## src/rtl/instr_fetch_queue.sv

```systemverilog
// Instruction prefetch queue: owns the fetch PC, streams words from a combinational
// program memory into a small circular buffer, and presents the oldest to IF/ID.
module instr_fetch_queue #(
    parameter int          DEPTH    = 4,
    parameter logic [31:0] RESET_PC = 32'h0040_0000
) (
    input  logic                       clk,
    input  logic                       reset,
    output logic [31:0]                imem_addr_o,
    input  logic [31:0]                imem_data_i,
    input  logic                       redirect_i,
    input  logic [31:0]                redirect_pc_i,
    input  logic                       deq_i,
    output logic                       valid_o,
    output logic [31:0]                instr_o,
    output logic [31:0]                pc_plus_4_o,
    output logic [$clog2(DEPTH):0]     count_o
);

    localparam int AW = $clog2(DEPTH);
    localparam int CW = AW + 1;
    localparam logic [CW-1:0] FULL_CNT = CW'(DEPTH);

    logic [31:0]   fetch_pc_q, fetch_pc_d;
    logic [AW-1:0] rd_ptr_q, rd_ptr_d;
    logic [AW-1:0] wr_ptr_q, wr_ptr_d;
    logic [CW-1:0] count_q, count_d;

    logic [31:0] pc4_mem_q   [DEPTH];
    logic [31:0] instr_mem_q [DEPTH];

    logic        head_valid;
    logic        deq;
    logic        enq;
    logic [31:0] fetch_pc_inc;

    assign head_valid   = (count_q != '0);
    assign deq          = deq_i & head_valid;
    // A full queue can still accept a word when the head leaves in the same cycle.
    assign enq          = ~redirect_i & ((count_q != FULL_CNT) | deq);
    assign fetch_pc_inc = fetch_pc_q + 32'd4;

    always_comb begin
        // NOTE: every always_comb output gets a default first so no latch is inferred.
        fetch_pc_d = fetch_pc_q;
        rd_ptr_d   = rd_ptr_q;
        wr_ptr_d   = wr_ptr_q;
        count_d    = count_q;
        if (redirect_i) begin
            fetch_pc_d = {redirect_pc_i[31:2], 2'b00};
            rd_ptr_d   = '0;
            wr_ptr_d   = '0;
            count_d    = '0;
        end else begin
            if (enq) begin
                fetch_pc_d = fetch_pc_inc;
                wr_ptr_d   = wr_ptr_q + AW'(1);
            end
            if (deq) begin
                rd_ptr_d = rd_ptr_q + AW'(1);
            end
            count_d = count_q + CW'(enq) - CW'(deq);
        end
    end

    // NOTE: sequential state uses non-blocking assignments only.
    always_ff @(posedge clk) begin
        if (reset) begin
            fetch_pc_q <= RESET_PC;
            rd_ptr_q   <= '0;
            wr_ptr_q   <= '0;
            count_q    <= '0;
        end else begin
            fetch_pc_q <= fetch_pc_d;
            rd_ptr_q   <= rd_ptr_d;
            wr_ptr_q   <= wr_ptr_d;
            count_q    <= count_d;
        end
    end

    // NOTE: storage is not reset; stale entries are never visible because outputs are masked when empty.
    always_ff @(posedge clk) begin
        if (enq) begin
            pc4_mem_q[wr_ptr_q]   <= fetch_pc_inc;
            instr_mem_q[wr_ptr_q] <= imem_data_i;
        end
    end

    assign imem_addr_o = fetch_pc_q;
    assign valid_o     = head_valid;
    assign count_o     = count_q;
    assign instr_o     = head_valid ? instr_mem_q[rd_ptr_q] : 32'h0;
    assign pc_plus_4_o = head_valid ? pc4_mem_q[rd_ptr_q]   : 32'h0;

endmodule

```

## config.mk

```make
export PLATFORM = sky130hd
export DESIGN_NAME = instr_fetch_queue
export DESIGN_NICKNAME = d
export VERILOG_FILES = /design/src/rtl/instr_fetch_queue.sv
export SDC_FILE = /design/constraint.sdc
export NUM_CORES = 1
export LEC_CHECK = 0
export CAP_MARGIN = 20
export CORE_MARGIN = 3
export CORE_UTILIZATION = 50
export CTS_CLUSTER_SIZE = 8
export DETAILED_ROUTE_END_ITERATION = 8
export PLACE_DENSITY = 0.83
export SLEW_MARGIN = 0
export SYNTH_ARGS = -nofsm -noshare
export SYNTH_HDL_FRONTEND = slang
export SYNTH_SLANG_ARGS = --single-unit
export TNS_END_PERCENT = 1
```

## constraint.sdc

```tcl
create_clock -name clk -period 7.2 [get_ports clk]
set_clock_uncertainty 0.2 [all_clocks]
set_input_delay 1.44 -clock clk [delete_from_list [all_inputs] [get_ports clk]]
set_output_delay 1.44 -clock clk [all_outputs]
set_load 0.05 [all_outputs]
```

* Word-level counts from Yosys, hierarchy flattened
Memory sizes are Yosys's and may differ from the RTL's. A register that Yosys moved wholly into a read port is not among the register bits.
Index checks and enable logic that the tools add are counted.
** Storage, ports and cells
- Flip-flop bits (word level) :: 39
- Latch bits :: 0
- Memory bits (writable) :: 256
- ROM bits :: 0
- Input port bits :: 68
- Output and inout bits :: 100
- Logic and storage cells :: 30
- Memories kept :: 2
** Cells by class
- Add/subtract/negate cells :: 5
- $mul :: 0
- Div/mod/pow operators :: 0
- Magnitude comparators :: 0
- Eq/ne operators :: 1
- Shift operators :: 0
- Mux-type cells :: 10
- Bitwise gates (word level) :: 4
- Reductions and logical operators :: 3
** Memories
- instr_mem_q :: depth 4, bits a word 32, read ports 1, clocked after Yosys merged registers in 1, write ports 1, line 30 : logic [31:0] instr_mem_q [DEPTH];
- pc4_mem_q :: depth 4, bits a word 32, read ports 1, clocked after Yosys merged registers in 1, write ports 1, line 29 : logic [31:0] pc4_mem_q [DEPTH];
** Operator list (number)
- $mux 32 :: 4
- $add 32x3->32 const B :: 1
- $mux 2 :: 4
- $add 2x1->2 const B :: 2
- $add 3x1->3 :: 1
- $ne 3x3->1 const B :: 1
- $reduce_bool 3->1 :: 1
- $sub 3x1->3 :: 1
- $and 1x1->1 :: 2
- $mux 1 :: 2
- $reduce_bool 2->1 :: 1
- $reduce_or 2->1 :: 1
- $not 1->1 :: 1
- $or 1x1->1 :: 1

* Longest topological paths before layout
- Word-level depth :: 6
- Mapped depth :: 12
- Depth with buffers taken out :: 10

* Worst setup path after synthesis
No wires, ideal clock.
- Path type :: input-to-reg
- Start :: input redirect_i
- End :: memory instr_mem_q[1][0], enable pin
- Library setup time :: 0.427 ns
- Data arrival time :: 3.896 ns
- Required time :: 6.573 ns
- Slack :: 2.677 ns
- Stages on the path :: 5
- Buffers on the path :: 3
- Cells stage by stage :: clkbuf_1 -> inv_1 -> clkbuf_1 -> buf_1 -> and3_1
** On the way
- Cells in the longest elaborated chain, start to end :: 4
** Ends and longest elaborated chain
- start: declaration :: line 11 : input logic redirect_i,
- $not 1->1 :: line 40 : assign enq = ~redirect_i & ((count_q != FULL_CNT) | deq);
- $and 1x1->1 :: line 40
- $mux 1 :: line 83 : if (enq) begin
- $mux 1 (not written as such) :: line 85 : instr_mem_q[wr_ptr_q] <= imem_data_i;
- end: declaration :: line 30
Every way passes these cells.

==> impl_metrics.ini <==
[synth]
synth_edf_count = 248
yosys.area_share.adder_pct = 0.8869
synth_compound_area_share_pct = 3.228
syn_area_per_cell_um2 = 16.01
syn_area_mm2 = 0.01213
syn_inst = 758
ys_seq_area_share_pct = 67.81
synthMuxAreaShare_pct = 11.51
synth_seq_cells = 287
synth-xor-area-share_pct = 2.887
ys_types = 48
synth-simple-area-share_pct = 11.00
synth_warnings = 0
synthArstFlopShare_pct = 0
synth_top_family_by_area = multiplexers
synthFlopType = edfxtp_1

[min_path]
whs_endpoint = wr_ptr_q[1]$_SDFFE_PP0P_
hold_depth = 2
hold_path_class = reg -> reg
hold_start = wr_ptr_q[1]$_SDFFE_PP0P_

[sta]
final_max_slew_viol_count = 0
relSlewSlack_pct = 33.68
worst_slew_pin_slew_ps = 994.7
finalHoldViolCount = 0
rsz0062_at_grt = no
min_period_ps = 5081
finalSetupTns_ps = 0
finalCritPeriodShare_pct = 70.57
setup_viol = 0
fmax_mhz = 196.8

[global_route]
grt_pass1_vias = 7362
antenna_found_initial = 0
grt_pass1_wl_um = 41190
grt_max_degree = 63
track_usage_pct = 20.05
grt-ovfl-total = 0

[cts]
numCtsBuffers = 41
cts-root-buf = clkbuf_16
htreeDepth = 2
cts_setup_buffers = 0
holdBufCountCts = 0
clk_path_buf_depth = 3
path_clk_slew_ps = 50
clk-insertion-delay-late_ps = 500
cts_tree = built
cts_resized = 0
cts_sinks = 287

[power]
peakVddDrop_uv = 152.7
powerDensity_mw_per_mm2 = 272.3
p_leak_nw = 4.864

[final_layout]
regArea_mm2 = 0.008235
fin_nets = 986
num_antenna_cells = 0
layout-drive-gt1-share_pct = 13.20
syn_to_final_growth_pct = 24.10
multi_input_area_mm2 = 0.003623
layout_commonest_cell = edfxtp_1
n_fill_cell = 1733
layout_common_cells = edfxtp_1, clkdlybuf4s50_1, and2_1
fin_area_mm2 = 0.01506

[routing]
met1Wirelength_um = 10790
route.met3.wl_um = 2051
drt-pass1-iter-count = 5
num_vias = 7201
topRoutingLayerUsed = met4
wl_met2_um = 12760
via_per_inst = 5.793
wirelength_um = 26050
post_drt_wl_per_cell_um = 20.95
drc = 0
ant_nets = 0
drt_iter0_drc = 512

[floorplan]
die_w_um = 161.8
core_mm2 = 0.02368
initial_utilization_pct = 51.23
dieArea_mm2 = 0.02617
die_h_um = 161.8
io_pins = 168
std_cell_rows = 56

[worst_setup_path]
crit_fanout = 44
r2r_start = count_o[0]$_SDFF_PP0_
r2r_slack_ps = 3900
critPathCaptureType = output pin
required_ps = 5560
slowest_delay_ps = 920
reg2reg_to = count_o[2]$_SDFF_PP0_
path_class = reg -> out
ff2ff_path_depth = 10
crit_slowest_cell = dfxtp_4
worst_ep_arrival_time_ps = 3440
cp-start-kind = flip-flop
path_cells = buf_4, mux4_2, and2_1, clkdlybuf4s50_1

[placement]
dpl_cell_area_mm2 = 0.01397
port_buffers = 161
gp_congestion = 0.8382
hpwl_um = 15490

[job]
maxCapViolations = 0

[run_status]
status = complete, no violations
-- cell type report --
class | instances | area share (%)
sequential | 287 | 54.70
multi-input combinational | 398 | 24.07
timing repair buffer | 167 | 11.00
clock buffer | 57 | 7.213
tap | 319 | 2.651
inverter | 15 | 0.3739
-- report_power, final --
group | leakage, nW | internal, mW | switching, mW
Sequential | 2.61 | 1.89 | 0.0460
Clock | 0.524 | 1.02 | 0.615
Combinational | 1.73 | 0.198 | 0.331
Total | 4.86 | 3.11 | 0.991
-- worst max-delay path, delay by kind of cell, from the launching register on --
family	cells	cell delay [ps]
buffers and inverters	2	1200
flip-flops	1	920
multiplexers	1	550
AND/OR/NAND/NOR	1	190
-- cell families (layout without fill, tap and decap cells) --
kind of cell / count (synthesis) / in the layout
AO/OA/AOI/OAI: 51 / 51
XOR/XNOR: 40 / 40
adder cells (fa/ha/maj): 8 / 8
buffers and inverters: 76 / 239
flip-flops: 287 / 287
multiplexers: 62 / 62
other: 1 / 4
AND/OR/NAND/NOR: 233 / 233
-- routing by layer --
layer	up-vias	global-route usage (%)
li1	3247	-
met1	3573	27.39
met2	346	33.38
met3	35	4.361
met4	0	4.847
met5	-	0
-- synthesized netlist by cell type (5+ instances only) --
cell type / n / area, µm²
buf_2: 15 / 75.07
nand4_1: 14 / 87.58
nor3_1: 13 / 65.06
xor2_1: 19 / 166.4
edfxtp_1: 248 / 7447
and2_1: 65 / 406.6
a311oi_1: 8 / 70.07
ha_1: 7 / 87.58
nand3_1: 17 / 85.08
and3_1: 12 / 75.07
and4_1: 10 / 87.58
clkbuf_1: 39 / 146.4
a211oi_1: 12 / 90.09
nor4_1: 12 / 75.07
nand2_1: 29 / 108.9
xnor2_1: 21 / 183.9
mux4_2: 62 / 1396
inv_1: 15 / 56.30
dfxtp_1: 39 / 780.8
nor2_1: 36 / 135.1
o21ai_0: 5 / 25.02
or4_1: 8 / 60.06
o31ai_1: 6 / 45.04
-- worst max path at each step --
stage,end,slack [ps],startpoint,depth (start not counted)
6_report,pc_plus_4_o[3],2120,flip-flop,4
5_1_grt,pc_plus_4_o[2],1860,flip-flop,4
4_1_cts,pc_plus_4_o[10],2010,flip-flop,4
3_5_place_dp,pc_plus_4_o[10],2540,flip-flop,4
3_3_place_gp,pc_plus_4_o[10],2560,flip-flop,4
2_1_floorplan,instr_mem_q[1][0]$_DFFE_PP_,2680,redirect_i,5
-- per-stage QoR --
step	std cells	hold WS [ps]	setup WS, ps	power (mW)	utilization [%]
after CTS	1243	306.3	2006	4.146	63.58
after global routing	1243	337.2	1865	4.254	63.58
after global placement	1186	284.2	2556	2.483	58.99
final	1243	309.3	2119	4.100	63.58
after detailed placement	1186	301.5	2538	2.494	58.99
after floorplan	761	264.7	2677	2.293	-
-- state kept, by name, summed over array words and instances, names as in the netlist, named ones only --
signal	cells
count_o	3
imem_addr_o	30
instr_mem_q	128
pc4_mem_q	120
rd_ptr_q	2
wr_ptr_q	2
No activity file was read; power rests on OpenSTA's default activity.
